<file path="src/rtl/avalon_st_demultiplexer.sv">
// avalon_st_demultiplexer
//   Steers whole Avalon-ST packets from one merged input to one of two
//   outputs. The channel field of the start-of-packet beat picks the output
//   (channel 0 -> output one, any other -> output two). Beats that arrive
//   outside a packet (no sop while idle) are consumed and discarded.
//   Each output has a single register stage (1-cycle latency, full rate).
//
// Ports:
//   clk, reset          clock, asynchronous active-high reset
//   avsi_*              input stream (channel/data/valid/sop/eop/empty, ready out)
//   avso_one_*          output one stream (ready in)
//   avso_two_*          output two stream (ready in)
//   pkt_cnt_one/two     completed packet counters   (only with DEMUX_PKT_CNT_EN)
//   drop_cnt            dropped beat counter         (only with DEMUX_PKT_CNT_EN)
//
// Build option:
//   DEMUX_PKT_CNT_EN    adds the three 16-bit wrapping statistics counters.

module avalon_st_demultiplexer #(
    parameter int data_width    = 128,
    parameter int empty_width   = 2,
    parameter int channel_width = 1
) (
    input  logic                     clk,
    input  logic                     reset,

    input  logic [channel_width-1:0] avsi_channel,
    input  logic [data_width-1:0]    avsi_data,
    input  logic                     avsi_valid,
    input  logic                     avsi_sop,
    input  logic                     avsi_eop,
    input  logic [empty_width-1:0]   avsi_empty,
    output logic                     avsi_ready,

    output logic [channel_width-1:0] avso_one_channel,
    output logic [data_width-1:0]    avso_one_data,
    output logic                     avso_one_sop,
    output logic                     avso_one_eop,
    output logic [empty_width-1:0]   avso_one_empty,
    output logic                     avso_one_valid,
    input  logic                     avso_one_ready,

    output logic [channel_width-1:0] avso_two_channel,
    output logic [data_width-1:0]    avso_two_data,
    output logic                     avso_two_sop,
    output logic                     avso_two_eop,
    output logic [empty_width-1:0]   avso_two_empty,
    output logic                     avso_two_valid,
    input  logic                     avso_two_ready
`ifdef DEMUX_PKT_CNT_EN
    ,
    output logic [15:0]              pkt_cnt_one,
    output logic [15:0]              pkt_cnt_two,
    output logic [15:0]              drop_cnt
`endif
);

    typedef enum logic [1:0] {
        IDLE      = 2'd0,
        ROUTE_ONE = 2'd1,
        ROUTE_TWO = 2'd2
    } state_t;

    state_t state;
    state_t next_state;

    logic slot_one_free;
    logic slot_two_free;
    logic accept;
    logic load_one;
    logic load_two;

    assign slot_one_free = !avso_one_valid | avso_one_ready;
    assign slot_two_free = !avso_two_valid | avso_two_ready;

    // In IDLE the destination is not known until the sop beat is seen, so
    // both slots must be free; ready never looks at valid or channel.
    always_comb begin
        avsi_ready = 1'b0;
        if (!reset) begin
            case (state)
                IDLE:      avsi_ready = slot_one_free & slot_two_free;
                ROUTE_ONE: avsi_ready = slot_one_free;
                ROUTE_TWO: avsi_ready = slot_two_free;
                default:   avsi_ready = 1'b0;
            endcase
        end
    end

    assign accept = avsi_valid & avsi_ready;

    always_ff @(posedge clk or posedge reset) begin
        if (reset) begin
            state <= IDLE;
        end else begin
            state <= next_state;
        end
    end

    always_comb begin
        next_state = state;
        load_one   = 1'b0;
        load_two   = 1'b0;
        case (state)
            IDLE: begin
                if (accept && avsi_sop) begin
                    if (avsi_channel == '0) begin
                        load_one = 1'b1;
                        if (!avsi_eop) next_state = ROUTE_ONE;
                    end else begin
                        load_two = 1'b1;
                        if (!avsi_eop) next_state = ROUTE_TWO;
                    end
                end
            end
            ROUTE_ONE: begin
                // A stray sop mid-packet is forwarded as-is; only eop ends the packet.
                if (accept) begin
                    load_one = 1'b1;
                    if (avsi_eop) next_state = IDLE;
                end
            end
            ROUTE_TWO: begin
                if (accept) begin
                    load_two = 1'b1;
                    if (avsi_eop) next_state = IDLE;
                end
            end
            default: next_state = IDLE;
        endcase
    end

    // Load has priority over drain so back-to-back beats keep valid high.
    always_ff @(posedge clk or posedge reset) begin
        if (reset) begin
            avso_one_channel <= '0;
            avso_one_data    <= '0;
            avso_one_sop     <= 1'b0;
            avso_one_eop     <= 1'b0;
            avso_one_empty   <= '0;
            avso_one_valid   <= 1'b0;
        end else if (load_one) begin
            avso_one_channel <= avsi_channel;
            avso_one_data    <= avsi_data;
            avso_one_sop     <= avsi_sop;
            avso_one_eop     <= avsi_eop;
            avso_one_empty   <= avsi_empty;
            avso_one_valid   <= 1'b1;
        end else if (avso_one_ready) begin
            avso_one_valid   <= 1'b0;
        end
    end

    always_ff @(posedge clk or posedge reset) begin
        if (reset) begin
            avso_two_channel <= '0;
            avso_two_data    <= '0;
            avso_two_sop     <= 1'b0;
            avso_two_eop     <= 1'b0;
            avso_two_empty   <= '0;
            avso_two_valid   <= 1'b0;
        end else if (load_two) begin
            avso_two_channel <= avsi_channel;
            avso_two_data    <= avsi_data;
            avso_two_sop     <= avsi_sop;
            avso_two_eop     <= avsi_eop;
            avso_two_empty   <= avsi_empty;
            avso_two_valid   <= 1'b1;
        end else if (avso_two_ready) begin
            avso_two_valid   <= 1'b0;
        end
    end

`ifdef DEMUX_PKT_CNT_EN
    logic drop;
    assign drop = accept & (state == IDLE) & !avsi_sop;

    // Counters wrap naturally at 16 bits.
    always_ff @(posedge clk or posedge reset) begin
        if (reset) begin
            pkt_cnt_one <= '0;
            pkt_cnt_two <= '0;
            drop_cnt    <= '0;
        end else begin
            if (avso_one_valid && avso_one_ready && avso_one_eop) pkt_cnt_one <= pkt_cnt_one + 16'd1;
            if (avso_two_valid && avso_two_ready && avso_two_eop) pkt_cnt_two <= pkt_cnt_two + 16'd1;
            if (drop) drop_cnt <= drop_cnt + 16'd1;
        end
    end
`endif

endmodule

</file>
<file path="config.mk">
export PLATFORM = sky130hd
export DESIGN_NAME = avalon_st_demultiplexer
export DESIGN_NICKNAME = d
export VERILOG_FILES = /design/src/rtl/avalon_st_demultiplexer.sv
export SDC_FILE = /design/constraint.sdc
export NUM_CORES = 1
export LEC_CHECK = 0
export CELL_PAD_IN_SITES_DETAIL_PLACEMENT = 1
export CELL_PAD_IN_SITES_GLOBAL_PLACEMENT = 2
export CORE_MARGIN = 3
export CORE_UTILIZATION = 27
export DETAILED_ROUTE_END_ITERATION = 12
export PLACE_DENSITY = 0.77
export SYNTH_ARGS = -nofsm -noshare
export SYNTH_HDL_FRONTEND = slang
export SYNTH_SLANG_ARGS = --single-unit
</file>
<file path="constraint.sdc">
create_clock -name clk -period 9.92 [get_ports clk]
set_input_delay 2.48 -clock clk [delete_from_list [all_inputs] [get_ports clk]]
set_output_delay 2.48 -clock clk [all_outputs]
set_load 0.01 [all_outputs]
</file>
==> impl_metrics.tcl <==
set metrics [dict create \
    status "completed" \
    drt_iter0_markers 181 \
    slew_violations 0 \
    track_usage_pct 13.90 \
    post-route-min-period_ns 6.505 \
    hp-start "avso_one_data[121]" \
    r2r-end "avso_two_data[33]" \
    placed_cell_area_sq_um 15180 \
    clk_latency_ns 0.57 \
    worstSetupStartpointType "primary input" \
    dp_hpwl_microns 20860 \
    powerDensity_nw_per_um2 346.8 \
    ff2ff_setup_slack_ns 6.54 \
    yosysWarnings 0 \
    relSlewSlack_pct 36.80 \
    cts_tree "built" \
    yosys.area.top_type "dfrtp_1" \
    finalSetupViolCount 0 \
    fp.dieArea_sq_um 41770 \
    io_pins 407 \
    hold_violations 0 \
    area_growth_pct 52.22 \
    drive_above_1_share_pct 31.67 \
    rsz0062_at_grt "false" \
    fin_skew_ns 0.02384 \
    synthDistinctLibCells 27 \
    synth_fp_nets 746 \
    vias_per_cell 4.262 \
    start_util_pct 27.43 \
    ys_seq_area_share_pct 63.60 \
    fin_nets 1159 \
    drv_cap 0 \
    ys_ff_latch 270 \
    post_cts_resized 0 \
    grt_pass1_vias 7580 \
    peakVddDrop_uv 177.7 \
    die_x_microns 204.4 \
    crit_required_ns 7.44 \
    ys_top_cells_by_area "dfrtp_1 64%, mux2_2 18%, mux2_4 13%, buf_6 1.5%, buf_2 0.71%" \
    hp-class "reg2reg" \
    clockBufferDepth 3 \
    avgSynthCellArea_sq_um 17.59 \
    hold_depth 1 \
    htree_levels 1 \
    overflow 0 \
    route.detailed.drc 0 \
    row_count 72 \
    clkTransAtPathRegs_ns 0.06 \
    routed_wl_microns 30010 \
    synth_cells 604 \
    core_area_sq_um 38740 \
    p_leak_nw 6.843 \
    gr-usage-met1_pct 16.18 \
    fill_cells 3949 \
    grtUsageMet3_pct 5.702 \
    worstRegToRegCells 7 \
    die_y_microns 204.4 \
    fin_crit_sh_pct 65.58 \
    final_cell_mix "406 x clkdlybuf4s50_1, 270 x dfrtp_1, 173 x mux2_2" \
    stdcell_area_sq_um 16170 \
    post_drt_wl_per_cell_microns 19.23 \
    final_common_cell "clkdlybuf4s50_1" \
    antenna_found_initial 1 \
    grt_max_degree 146 \
    syn_area_sq_um 10620 \
    gp_congestion 0.7312 \
    critical_path.max_fanout 3 \
    worst_slew_pin_slew_ns 0.9479 \
    grt_pass1_wl_microns 45940 \
    busiest_layer "met2" \
    crit_type "in2out" \
    fmax_ghz 0.1537 \
    port_buffers 406 \
    dr.pass1.iters 4 \
    netlist.area_leader.share_pct 63.60 \
    post_cts_buffers 0 \
    critPathArrivalTime_ns 4.03 \
    hold_path_end "avso_one_data[121]" \
    numCtsBuffers 31 \
    grt.met2_usage_pct 23.74 \
    clkSinkCount 270 \
    via_count 6653 \
    cts-root-buf "clkbuf_16" \
    hold_buffers 0 \
    antenna_left 0 \
    final.setup.tns_ns 0 \
    r2r_start "state[1]" \
    cp-end-kind "output pin" \
]
-- area by class of cell --
class,count,area (sq um),share of cell area (%)
multi-input combinational,298,3623,22.41
tap,518,648.1,4.008
clock buffer,44,884.6,5.470
antenna,1,2.502,0.01547
timing repair buffer,410,4119,25.47
clock inverter,14,107.6,0.6654
sequential,270,6756,41.78
inverter,6,30.03,0.1857
-- where the power goes --
| group | switching [mW] | internal, mW |
|---|---|---|
| registers | 0.296 | 1.66 |
| logic | 0.938 | 1.61 |
| clock network | 0.453 | 0.645 |
| total | 1.69 | 3.92 |
-- kinds of logic (layout without fill, tap and decap cells) --
family / after synthesis / in the layout / synth area share (%)
buf+inv: 36 / 474 / 2.473
fa+ha+maj: 4 / 4 / 0.4711
other cells: 0 / 1 / 0
mux: 266 / 266 / 31.48
compound gates: 11 / 11 / 0.9187
flops: 270 / 270 / 63.60
simple gates: 17 / 17 / 1.060
-- synthesized netlist by cell type --
cell / number
ha_1: 4
a21oi_4: 1
nand2_1: 6
nand2b_2: 1
nand3_2: 1
buf_2: 15
nand2b_4: 1
a31oi_1: 2
nor4bb_1: 1
a211o_1: 2
and2_1: 1
nor2_1: 2
o21ai_1: 1
nor2b_4: 1
a22oi_4: 1
and3_1: 1
inv_1: 6
a21oi_1: 2
and3b_1: 1
buf_4: 1
a21o_1: 1
buf_6: 14
o21a_1: 1
mux2_2: 173
dfrtp_1: 270
mux2_4: 93
nor3_1: 1
-- worst max-delay path, cell delays in order --
cell,delay (ns)
clkdlybuf4s50_1,0.41
nand2b_2,0.22
a22oi_4,0.17
nand2_1,0.10
and2_1,0.16
clkdlybuf4s50_1,0.49
-- layer usage --
metal  share of wire, %  vias to the layer above
met5                  0                        -
met4                2.9                        0
met3                9.2                       44
met2                 49                      243
met1                 39                     3414
li1                   -                     2952
-- worst max-delay path by stage --
stage	startpoint	endpoint	slack (ns)	depth (start not counted)
floorplan	reset	avso_one_channel	0.001	1
global placement	avso_two_ready	avsi_ready	3.43	6
detailed placement	avso_two_ready	avsi_ready	3.41	6
CTS	avso_two_ready	avsi_ready	3.41	6
global route	avso_two_ready	avsi_ready	3.29	6
finish	avso_two_ready	avsi_ready	3.41	6
-- stage by stage --
step	total power, mW	hold slack [ns]	cells	util, %	setup WS, ns
6_report	5.608	0.5022	1561	41.75	3.415
5_1_grt	5.935	0.5133	1560	41.74	3.294
4_1_cts	5.713	0.5078	1560	41.74	3.407
3_5_place_dp	4.564	0.4931	1502	39.18	3.412
3_3_place_gp	4.511	0.4877	1502	39.18	3.427
2_1_floorplan	3.112	0.5322	604	-	0.001331
-- sequential cells by signal (all words and copies together), names as in the netlist --
signal            count
avso_one_data       128
avso_two_sop          1
avso_two_empty        2
avso_two_channel      1
avso_two_valid        1
avso_one_valid        1
avso_one_eop          1
state                 2
avso_two_eop          1
avso_two_data       128
avso_one_channel      1
avso_one_sop          1
avso_one_empty        2
Power figures use the tool's default switching activity.
==> RTL edit (same flow settings) <==
Change the parameter `empty_width` from 2 to 4.
--- a/src/rtl/avalon_st_demultiplexer.sv
+++ b/src/rtl/avalon_st_demultiplexer.sv
@@ -18,7 +18,7 @@
 
 module avalon_st_demultiplexer #(
     parameter int data_width    = 128,
-    parameter int empty_width   = 2,
+    parameter int empty_width   = 4,
     parameter int channel_width = 1
 ) (
     input  logic                     clk,
Interface: changed (resized avsi_empty, avso_one_empty and avso_two_empty); port bits go from 407 to 413. The function was not compared with the original's and may differ.
==> RTL edit against the original RTL <==
- clock power increased by 12%
- wire length increased by 5.8%
- sequential cell count increased by 4
- largest power group unchanged
- via count increased by 2.5%
- non-clock buffer count increased by 9
- hold slack got worse by 19 ps
- synthesized area decreased by 0.86%
- design area increased by 0.71%
- critical path type unchanged
- power increased by 2.0%
- first-iteration DRC count decreased by 27%
- fmax about the same
- worst setup slack improved by 1.1 ps
==> RTL edit: results (changes against the original RTL) <==
status - completed
diodes inserted - 0 (-1)
multiplexer area fraction after synthesis - 0.303 (-0.0122)
Max IR drop VDD - 0.000185 V (+4.3%)
synth top area cells - dfrtp_1 (65%), mux2_2 (23%), mux2_4 (5.6%)
Synth Area in Compound Gates - 0.00974 (+0.000555)
combinational share of power - 0.438 (-0.017)
final weighted congestion in routability-driven placement - 0.740 (+1.2%)
fraction of area in multi-input gates - 0.213 (-0.0113)
register area share after synthesis - 0.651 (+0.0150)
Area after DPL - 15200 µm² (about the same)
Distinct cells, synth - 26 (-3.7%)
Inst Count DP - 1511 (+0.60%)
number of non-clock buffers in the layout - 419 (+2.2%)
seq_cells - 274 (+1.5%)
first-pass GRT wire length - 48.4 mm (+5.4%)
DR WL/cell - 20.2 µm (+5.2%)
Commonest cells post-synth - dfrtp_1 (274), mux2_2 (219), mux2_4 (39)
initial antenna violation count - 0 (-1)
routed wl met3 - 3.67 mm (+32%)
max incr delay on CP - 560 ps (+70 ps)
Worst EP arrival - 4020 ps (about the same)
Final clock-cell share - 0.0687 (+0.00733)
multi-input gate count - 303 (+1.7%)
Data buffer area share - 0.257 (+0.00250)
Layout fillers - 3923 (-0.66%)
switching share of power - 0.303 (+0.00148)
GR Util met3 - 0.0761 (+0.0191)
Post-Layout Cell Count - 1569 (+0.51%)
H-tree levels - 2 (+1)
Port Buffers - 412 (+1.5%)
cell area after synthesis - 10500 µm² (-0.86%)
Storage cell area - 6860 µm² (+1.5%)
inverter count - 4 (-2)
Metal-1 WL - 12.4 mm (+5.9%)
WL met2 - 15.2 mm (+3.1%)
## RTL edit: path summary, 6_finish.rpt
path | startpoint | to | slack (ps) | depth (start not counted)
worst max register to register | state[1]$_DFFE_PP0P_ | avso_two_data[36]$_DFFE_PP0P_ | 6210 | 7
worst min register to register | avso_one_data[26]$_DFFE_PP0P_ | avso_one_data[26]$_DFFE_PP0P_ | 480 | 1
min in group asynchronous | reset | avso_one_valid$_DFFE_PP0P_ | 2620 | 3
worst max-delay path | avso_two_ready | avsi_ready | 3420 | 5
worst min-delay path | avso_one_data[26]$_DFFE_PP0P_ | avso_one_data[26]$_DFFE_PP0P_ | 480 | 1
max in group asynchronous | reset | avso_one_data[84]$_DFFE_PP0P_ | 5720 | 4
## RTL edit: critical path, delay by kind of cell
family                 cells  cell delay, ps
AO/OA/AOI/OAI              1             200
buffers and inverters      2            1050
AND/OR/NAND/NOR            2             290
